[src/rtl/cc_tx_scheduler.sv]
// -----------------------------------------------------------------------------
// cc_tx_scheduler
//
// Round-robin scheduler sharing one serial CC byte transmitter among NREQ
// subframe buffer producers. A producer raises req_i[i] when its buffer holds
// a complete subframe. The scheduler grants one producer, routes that buffer's
// read port to the transmitter, pulses tx_start_o, follows tx_busy_i until the
// frame is done, then pulses ack_o[i] so the buffer can be refilled. A 24-bit
// watchdog aborts grants whose transmitter never starts or never finishes;
// such grants end with err_o pulsed alongside ack_o.
//
// Ports:
//   clock            system clock, rising edge
//   reset            asynchronous, active-high
//   req_i            level request per producer, held until its ack
//   ack_o            one-cycle completion pulse, at most one bit set
//   err_o            one-cycle pulse with ack_o when the grant timed out
//   tx_start_o       one-cycle start pulse to the transmitter
//   tx_busy_i        transmitter active flag
//   tx_rdaddress_i   read address driven by the transmitter
//   tx_data_o        byte from the granted buffer back to the transmitter
//   buf_rdaddress_o  shared read address to all buffers
//   buf_rden_o       one-hot read enable of the granted buffer
//   buf_data_i       buffer read data, buffer i in bits [8i+7:8i]
//   grant_id_o       index of the current/last granted requester
//   frames_ok_o      count of frames completed without timeout (wraps)
// -----------------------------------------------------------------------------
module cc_tx_scheduler #(
   parameter int NREQ          = 4,
   parameter int AW            = 12,
   parameter int START_TIMEOUT = 255,
   parameter int FRAME_TIMEOUT = 24'hFFFFFF,
   parameter int GAP_CYCLES    = 16
) (
   input  logic                clock,
   input  logic                reset,
   input  logic [NREQ-1:0]     req_i,
   output logic [NREQ-1:0]     ack_o,
   output logic                err_o,
   output logic                tx_start_o,
   input  logic                tx_busy_i,
   input  logic [AW-1:0]       tx_rdaddress_i,
   output logic [7:0]          tx_data_o,
   output logic [AW-1:0]       buf_rdaddress_o,
   output logic [NREQ-1:0]     buf_rden_o,
   input  logic [8*NREQ-1:0]   buf_data_i,
   output logic [1:0]          grant_id_o,
   output logic [15:0]         frames_ok_o
);

   typedef enum logic [2:0] {
      S_IDLE,
      S_START,
      S_WAIT_BUSY,
      S_SEND,
      S_RELEASE,
      S_GAP
   } state_t;

   // Gap counter runs 0..GAP_CYCLES-1, so it only needs to hold GAP_CYCLES-1.
   localparam int              GW        = (GAP_CYCLES > 1) ? $clog2(GAP_CYCLES) : 1;
   localparam logic [GW-1:0]   GAP_LAST  = GW'(GAP_CYCLES - 1);
   localparam logic [23:0]     START_WD  = 24'(START_TIMEOUT);
   localparam logic [23:0]     FRAME_WD  = 24'(FRAME_TIMEOUT);
   // Last grant at reset is NREQ-1 so the very first search begins at 0.
   localparam logic [1:0]      GRANT_RST = 2'(NREQ - 1);

   state_t            state_q;
   logic [1:0]        grant_id_q;
   logic [1:0]        grant_id_d;
   logic              arb_found;
   logic [23:0]       wd_q;
   logic [GW-1:0]     gap_q;
   logic [NREQ-1:0]   ack_q;
   logic              err_q;
   logic              tx_start_q;
   logic [15:0]       frames_ok_q;
   logic [NREQ-1:0]   grant_onehot;
   logic              rden_active;

   // --------------------------------------------------------------------------
   // Round-robin pick: first requester strictly above the last grant, else the
   // first one at or below it. This is the modulo-NREQ search from grant+1.
   // --------------------------------------------------------------------------
   always_comb begin
      // NOTE: every variable written here gets a default first so no path
      // leaves it unassigned, which would otherwise infer a latch.
      grant_id_d = grant_id_q;
      arb_found  = 1'b0;
      for (int i = 0; i < NREQ; i++) begin
         if (!arb_found && req_i[i] && (i > int'(grant_id_q))) begin
            arb_found  = 1'b1;
            grant_id_d = 2'(i);
         end
      end
      for (int i = 0; i < NREQ; i++) begin
         if (!arb_found && req_i[i] && (i <= int'(grant_id_q))) begin
            arb_found  = 1'b1;
            grant_id_d = 2'(i);
         end
      end
   end

   // --------------------------------------------------------------------------
   // Read-port routing. The address path is a plain wire so the buffers see the
   // transmitter's address with no added latency.
   // --------------------------------------------------------------------------
   always_comb begin
      grant_onehot = '0;
      tx_data_o    = '0;
      for (int i = 0; i < NREQ; i++) begin
         if (grant_id_q == 2'(i)) begin
            grant_onehot[i] = 1'b1;
            tx_data_o       = buf_data_i[8*i +: 8];
         end
      end
      rden_active = (state_q == S_START) || (state_q == S_WAIT_BUSY) ||
                    (state_q == S_SEND);
      buf_rden_o  = rden_active ? grant_onehot : '0;
   end

   assign buf_rdaddress_o = tx_rdaddress_i;

   // --------------------------------------------------------------------------
   // Control FSM with registered pulse outputs. ack/err are loaded on the edge
   // that enters RELEASE so they are high exactly during the RELEASE cycle;
   // err_q doubles as the timeout flag consulted by the frame counter there.
   // --------------------------------------------------------------------------
   always_ff @(posedge clock or posedge reset) begin
      if (reset) begin
         state_q     <= S_IDLE;
         grant_id_q  <= GRANT_RST;
         wd_q        <= '0;
         gap_q       <= '0;
         ack_q       <= '0;
         err_q       <= 1'b0;
         tx_start_q  <= 1'b0;
         frames_ok_q <= '0;
      end else begin
         // NOTE: state uses non-blocking assignments so every branch below
         // reads the pre-edge values, matching real flip-flop behaviour.
         ack_q      <= '0;
         err_q      <= 1'b0;
         tx_start_q <= 1'b0;

         case (state_q)
            S_IDLE: begin
               if (|req_i) begin
                  grant_id_q <= grant_id_d;
                  wd_q       <= '0;
                  tx_start_q <= 1'b1;
                  state_q    <= S_START;
               end
            end

            S_START: begin
               state_q <= S_WAIT_BUSY;
            end

            S_WAIT_BUSY: begin
               if (tx_busy_i) begin
                  wd_q    <= '0;
                  state_q <= S_SEND;
               end else if (wd_q == START_WD) begin
                  err_q   <= 1'b1;
                  ack_q   <= grant_onehot;
                  state_q <= S_RELEASE;
               end else begin
                  wd_q <= wd_q + 24'd1;
               end
            end

            S_SEND: begin
               // Completion takes priority over the watchdog on the same edge.
               if (!tx_busy_i) begin
                  ack_q   <= grant_onehot;
                  state_q <= S_RELEASE;
               end else if (wd_q == FRAME_WD) begin
                  err_q   <= 1'b1;
                  ack_q   <= grant_onehot;
                  state_q <= S_RELEASE;
               end else begin
                  wd_q <= wd_q + 24'd1;
               end
            end

            S_RELEASE: begin
               if (!err_q) begin
                  frames_ok_q <= frames_ok_q + 16'd1;
               end
               gap_q   <= '0;
               state_q <= S_GAP;
            end

            S_GAP: begin
               // req_i is deliberately ignored here so producers have time to
               // drop the request that was just acknowledged.
               if (gap_q == GAP_LAST) begin
                  state_q <= S_IDLE;
               end else begin
                  gap_q <= gap_q + GW'(1);
               end
            end

            default: begin
               state_q <= S_IDLE;
            end
         endcase
      end
   end

   assign ack_o       = ack_q;
   assign err_o       = err_q;
   assign tx_start_o  = tx_start_q;
   assign grant_id_o  = grant_id_q;
   assign frames_ok_o = frames_ok_q;

endmodule

[config.mk]
export PLATFORM = sky130hd
export DESIGN_NAME = cc_tx_scheduler
export DESIGN_NICKNAME = d
export VERILOG_FILES = /design/src/rtl/cc_tx_scheduler.sv
export SDC_FILE = /design/constraint.sdc
export NUM_CORES = 1
export LEC_CHECK = 0
export CAP_MARGIN = 30
export CELL_PAD_IN_SITES_DETAIL_PLACEMENT = 1
export CELL_PAD_IN_SITES_GLOBAL_PLACEMENT = 2
export CORE_MARGIN = 10
export CORE_UTILIZATION = 30
export CTS_BUF_LIST = sky130_fd_sc_hd__clkbuf_16
export DETAILED_ROUTE_END_ITERATION = 6
export GPL_TIMING_DRIVEN = 0
export PLACE_DENSITY_LB_ADDON = 0.1
export REMOVE_ABC_BUFFERS = 1
export SKIP_LAST_GASP = 1
export SLEW_MARGIN = 20
export SYNTH_ARGS = -nofsm -noshare
export SYNTH_HDL_FRONTEND = slang
export SYNTH_SLANG_ARGS = --single-unit
[constraint.sdc]
create_clock -name clock -period 6 [get_ports clock]
set_input_delay 0.6 -clock clock [delete_from_list [all_inputs] [get_ports clock]]
set_output_delay 0.6 -clock clock [all_outputs]
set_load 0.02 [all_outputs]
==> results of run 1 <==
[final cells by class]
class                           count  share of cell area
Sequential cell                    55               0.330
Multi-Input combinational cell    242               0.400
Clock buffer                        5              0.0299
Timing Repair Buffer               75               0.182
Inverter                           11              0.0105
Tap cell                          140              0.0419
Clock inverter                      3             0.00658
[logic make-up (layout without fill, tap and decap cells)]
logic type / count (synthesis) / after routing / share of synthesized area
AO/OA/AOI/OAI: 61 / 61 / 0.118
XOR/XNOR: 21 / 21 / 0.0564
adder cells (fa/ha/maj): 3 / 3 / 0.0115
buffers and inverters: 39 / 94 / 0.0644
flip-flops: 55 / 55 / 0.423
multiplexers: 13 / 13 / 0.0725
AND/OR/NAND/NOR: 144 / 144 / 0.255
[Yosys cell counts (all sizes together) (2+ instances only)]
cell type	n	area share
and2	3	0.0061
or4	6	0.014
ha	3	0.012
xnor2	13	0.035
o211ai	3	0.0069
a21oi	23	0.035
dfstp	2	0.016
o221ai	2	0.0054
clkbuf	13	0.015
dfrtp	53	0.41
nand2	25	0.030
nand2b	5	0.0096
buf	15	0.037
nor4	10	0.030
nand3	17	0.026
o21a	4	0.012
or3	12	0.024
nor2	27	0.031
o31ai	2	0.0046
o21ai	16	0.025
xor2	8	0.021
mux2	5	0.017
nor2b	3	0.0058
nor3	5	0.0077
and4	3	0.0081
and3	5	0.013
inv	11	0.013
nand4	19	0.038
mux4	8	0.055
[stage by stage]
stage / area (sq um) / hold slack [ns] / setup slack, ns / util / std cells
after global routing: 4180 / 0.499 / 3.03 / 0.389 / 531
final: 4180 / 0.476 / 3.13 / 0.389 / 531
after floorplan: 3090 / 0.492 / 3.90 / - / 308
after detailed placement: 4030 / 0.466 / 3.00 / 0.375 / 523
after global placement: 4010 / 0.457 / 2.85 / 0.373 / 522
after CTS: 4180 / 0.479 / 3.08 / 0.389 / 531
[flip-flops by register name (all words and copies together), names as in the netlist]
register	cells
wd_q	24
frames_ok_o	16
ack_o	4
gap_q	4
state_q	3
grant_id_o	2
err_o	1
tx_start_o	1
[critical path: cells and delay by family (launching register included)]
family	cells	cell delay [ns]
flops	1	0.83
buf+inv	1	0.58
mux	1	0.56
[power by group through the flow]
stage	registers, mW	logic [mW]	clock network [mW]
after floorplan	0.544	0.324	0
after global placement	0.553	0.591	0
after detailed placement	0.555	0.595	0
after CTS	0.548	0.600	0.321
after global routing	0.564	0.653	0.336
final	0.544	0.586	0.306
[layer usage]
layer	vias to the layer above	track usage	wire length, microns	share of wire
li1	1331	-	-	-
met1	1388	0.154	4280	0.46
met5	-	0	0	0
met3	4	0.0519	796	0.085
met4	0	0.0206	19	0.0020
met2	77	0.188	4290	0.46
[worst max path at each step]
stage	from	endpoint	cells after the start
after floorplan	req_i[3]	wd_q[12]	5
after global placement	reset	wd_q[21]	2
after detailed placement	req_i[3]	wd_q[12]	6
after CTS	grant_id_o[0]	tx_data_o[3]	2
after global routing	grant_id_o[0]	tx_data_o[3]	2
final	grant_id_o[0]	tx_data_o[3]	2
==> impl_metrics.yaml, run 1 <==
run_status:
  status: "complete, no violations"
placement:
  io_buffers: 74
  gp_congestion: 0.748
  hpwl_mm: 7.22
synth:
  ys_warn_count: 0
  synth-edff-count: 0
  synth_area_sq_um: 3260
  synth-seq-cells: 55
  synth-seq-area-share: 0.423
  async_flop_share: 1.00
  synth_area_per_cell_sq_um: 9.71
  synth_cells: 336
  yosysUniqueCellTypes: 53
  ys.flop_type: "dfrtp_1"
layout:
  regArea_sq_um: 1380
  fillers: 1252
  mostFrequentLayoutCells: "74 x clkdlybuf4s50_1, 53 x dfrtp_1, 27 x nor2_1, 24 x nand2_1, 23 x a21oi_1"
  area_growth_pct: 28.3
  final_nets: 444
  mostFrequentLayoutCell: "clkdlybuf4s50_1"
  antenna_cells: 0
  multiInputGateArea_sq_um: 1670
  drive_above_1_share: 0.0972
drt:
  antenna_left: 0
  wl_mm: 9.38
  dr.first_iter.drc_count: 96
  vias: 2800
  drc: 0
  via_per_inst: 5.27
  drt_first_pass_iters: 4
  wl_per_cell_microns: 17.7
critical_path:
  r2r_cells: 7
  r2r-start: "wd_q[0]"
  critPathRequiredTime_ns: 5.40
  cp-end-kind: "output port"
  ff2ff_setup_slack_ns: 3.57
  r2r_end: "wd_q[8]"
  critPathSlowestCell: "dfstp_2"
  crit_arrival_ns: 2.27
  critPathLaunchType: "flop"
  critPathMaxFanout: 19
  cp_cell_sequence: "mux4_2, clkdlybuf4s50_1"
  crit_type: "reg2out"
  critPathMaxStageDelay_ns: 0.83
sta:
  rsz0062_at_grt: "no"
  setup_viol: 0
  worst-slew-pin-transition_ns: 0.818
  period_share: 0.479
  fin_setup_tns_ns: 0
  period_minus_slack_ns: 2.87
  fmax_mhz: 348
  max_slew_margin: 0.455
  slew_violations: 0
  finClkSkew_ns: 0.00691
  hold_viol: 0
grt:
  antenna_found_initial: 0
  grt_max_degree: 33
  grt_pass1_wl_mm: 16.1
  grtUsageTotal: 0.121
  grt_overflow: 0
  grt_pass1_vias: 3001
floorplanning:
  core_area_sq_um: 10700
  dieWidth_microns: 124
  fp-row-count: 38
  die_h_microns: 124
  die_area_sq_um: 15400
  pin_count: 99
  initial_core_util: 0.304
hold_path:
  hold-path-cell-count: 1
  hold-path-endpoint: "frames_ok_o[15]"
  holdCritStartpoint: "frames_ok_o[15]"
  hold_class: "reg2reg"
cts:
  tritoncts: "yes"
  postCtsSetupBuffers: 0
  ctsHoldBuffers: 0
  clk_path_buf_depth: 2
  clk_latency_ns: 0.29
  cts.sinks: 55
  numCtsBuffers: 5
  ctsResizeCount: 0
  ctsHtreeMaxLevel: 2
  path_clk_slew_ns: 0.08
  cts_root_buf: "clkbuf_16"
pwr:
  power_density_nw_per_um2: 343
  power_frac_clock: 0.213
  p_seq_frac: 0.379
  leakagePower_nw: 1.67
  swShare: 0.400
  power_frac_comb: 0.408
  p_switching_uw: 574
  total_power_mw: 1.44
  ir_worst_vdd_mv: 0.169
  p_int_uw: 862
job:
  cap_violations: 0
Note: power is estimated with default switching activity, not from simulation.
==> inputs of run 2 (changes only) <==
--- a/config.mk
+++ b/config.mk
@@ -9,7 +9,7 @@
 export CELL_PAD_IN_SITES_DETAIL_PLACEMENT = 1
 export CELL_PAD_IN_SITES_GLOBAL_PLACEMENT = 2
 export CORE_MARGIN = 10
-export CORE_UTILIZATION = 30
+export CORE_UTILIZATION = 28
 export CTS_BUF_LIST = sky130_fd_sc_hd__clkbuf_16
 export DETAILED_ROUTE_END_ITERATION = 6
 export GPL_TIMING_DRIVEN = 0
==> constraint.sdc (replaced) <==
create_clock -name clock -period 2.7 [get_ports clock]
set_input_delay 0.27 -clock clock [delete_from_list [all_inputs] [get_ports clock]]
set_output_delay 0.27 -clock clock [all_outputs]
set_load 0.02 [all_outputs]
==> run 2 against run 1 <==
  * Clock skew grew 0.0032 ns
  * First-iteration DRC count increased by 39%
  * Final cell count rose by 0.56%
  * Power increased by 120%
  * Worst setup slack worse by 2.9 ns
  * Design area about the same
  * Die area grew 6.0%
  * Sequential power rose by 120%
  * Flip-flop and latch count unchanged
  * Critical path type unchanged
  * Critical endpoint is now tx_data_o[7]
==> impl_metrics.yaml, run 2 (synthesis gave the netlist of run 1 again) <==
run_status:
  status: "complete, no violations"
floorplanning:
  core_area_sq_um: 11400
  initial_core_util: 0.286
  fp-row-count: 39
  pin_count: 99
  die_area_sq_um: 16400
  die_h_microns: 128
  dieWidth_microns: 128
pwr:
  power_density_nw_per_um2: 758
  power_frac_clock: 0.212
  swShare: 0.396
  leakagePower_nw: 1.67
  ir_worst_vdd_mv: 0.366
  p_switching_mw: 1.26
  p_seq_frac: 0.379
  power_frac_comb: 0.408
  p_int_mw: 1.92
sta:
  rsz0062_at_grt: "no"
  hold_viol: 0
  setup_viol: 0
  worst-slew-pin-transition_ns: 0.815
  fin_setup_tns_ns: 0
  period_minus_slack_ns: 2.52
  fmax_mhz: 397
  max_slew_margin: 0.457
  period_share: 0.933
  slew_violations: 0
  finClkSkew_ns: 0.0101
drt:
  drc: 0
  via_per_inst: 5.21
  antenna_left: 0
  drt_first_pass_iters: 4
  vias: 2782
  wl_mm: 9.40
  wl_per_cell_microns: 17.6
  dr.first_iter.drc_count: 133
cts:
  path_clk_slew_ns: 0.08
  clk_path_buf_depth: 2
  cts.sinks: 55
  ctsHtreeMaxLevel: 2
  tritoncts: "yes"
  postCtsSetupBuffers: 0
  clk_latency_ns: 0.30
  ctsHoldBuffers: 0
  cts_root_buf: "clkbuf_16"
  ctsResizeCount: 0
  numCtsBuffers: 5
layout:
  final_nets: 444
  largest_reg_flops: 24
  fillers: 1319
  postLayoutCoreUtil: 0.367
  fin_cells: 534
  mostFrequentLayoutCell: "clkdlybuf4s50_1"
  mostFrequentLayoutCells: "74 x clkdlybuf4s50_1, 53 x dfrtp_1, 27 x nor2_1, 24 x nand2_1, 23 x a21oi_1"
  area_growth_pct: 28.4
  antenna_cells: 0
  drive_above_1_share: 0.0972
  largest-register: "wd_q"
grt:
  grt_overflow: 0
  grtUsageTotal: 0.116
  antenna_found_initial: 0
  grt_pass1_wl_mm: 15.8
  grt_max_degree: 34
  grt_pass1_vias: 3009
critical_path:
  cp-end-kind: "output port"
  crit_arrival_ns: 2.25
  cp_cell_sequence: "mux4_2, clkdlybuf4s50_1"
  critPathMaxFanout: 19
  cp_top_family: "flip-flops"
  crit_buf_inv: 1
  critPathSlowestCell: "dfstp_2"
  critPathLaunchType: "flop"
  critPathMaxStageDelay_ns: 0.82
  critPathRequiredTime_ns: 2.43
  crit_type: "reg2out"
  ff2ff_setup_slack_ns: 0.32
placement:
  placed_cells: 526
  hpwl_mm: 7.18
  gp_congestion: 0.715
  io_buffers: 74
hold_path:
  hold_class: "in2async"
job:
  cap_violations: 0
[run 2: cell counts in the layout (fill, tap and decap cells not counted)]
Identical to the previous run, type by type.
[run 2: path summary, 6_finish.rpt]
check,start,depth (start not counted),endpoint
hold / removal,reset,2,frames_ok_o[7]
hold reg to reg,frames_ok_o[15],1,frames_ok_o[15]
setup reg to reg,wd_q[0],7,wd_q[8]
min in group clock,frames_ok_o[15],1,frames_ok_o[15]
setup / recovery,grant_id_o[0],2,tx_data_o[7]
max in group asynchronous,reset,3,grant_id_o[1]
[run 2: cell type report]
class / count / area, sq um / area share
flip-flops and latches: 55 / 1380 / 0.329
well taps: 143 / 179 / 0.0427
inverters: 11 / 43.8 / 0.0105
repair buffers: 75 / 761 / 0.182
clock inverters: 3 / 27.5 / 0.00657
clock buffers: 5 / 125 / 0.0299
multi-input cells: 242 / 1670 / 0.399
[run 2: layer usage]
metal,GRT usage,part of all wire,vias up
li1,-,-,1321
met1,0.140,0.44,1370
met2,0.183,0.46,86
met3,0.0558,0.098,5
met4,0.0252,0.0090,0
met5,0,0,-
[run 2: power groups by stage]
stage          registers [mW]  logic [mW]  clock network [mW]
3_3_place_gp             1.23        1.31                   0
4_1_cts                  1.22        1.33               0.712
3_5_place_dp             1.23        1.32                   0
6_report                 1.20        1.30               0.674
2_1_floorplan            1.21       0.721                   0
5_1_grt                  1.25        1.45               0.739
[run 2: through the flow]
step                setup WS [ns]  hold WS, ns  total power [mW]  instance area [sq um]
floorplan                   0.611        0.434              1.93                   3090
global placement           -0.129        0.457              2.55                   4010
detailed placement         0.0617        0.465              2.56                   4040
CTS                         0.130        0.288              3.26                   4190
global route               0.0411        0.301              3.44                   4190
finish                      0.180        0.281              3.17                   4190
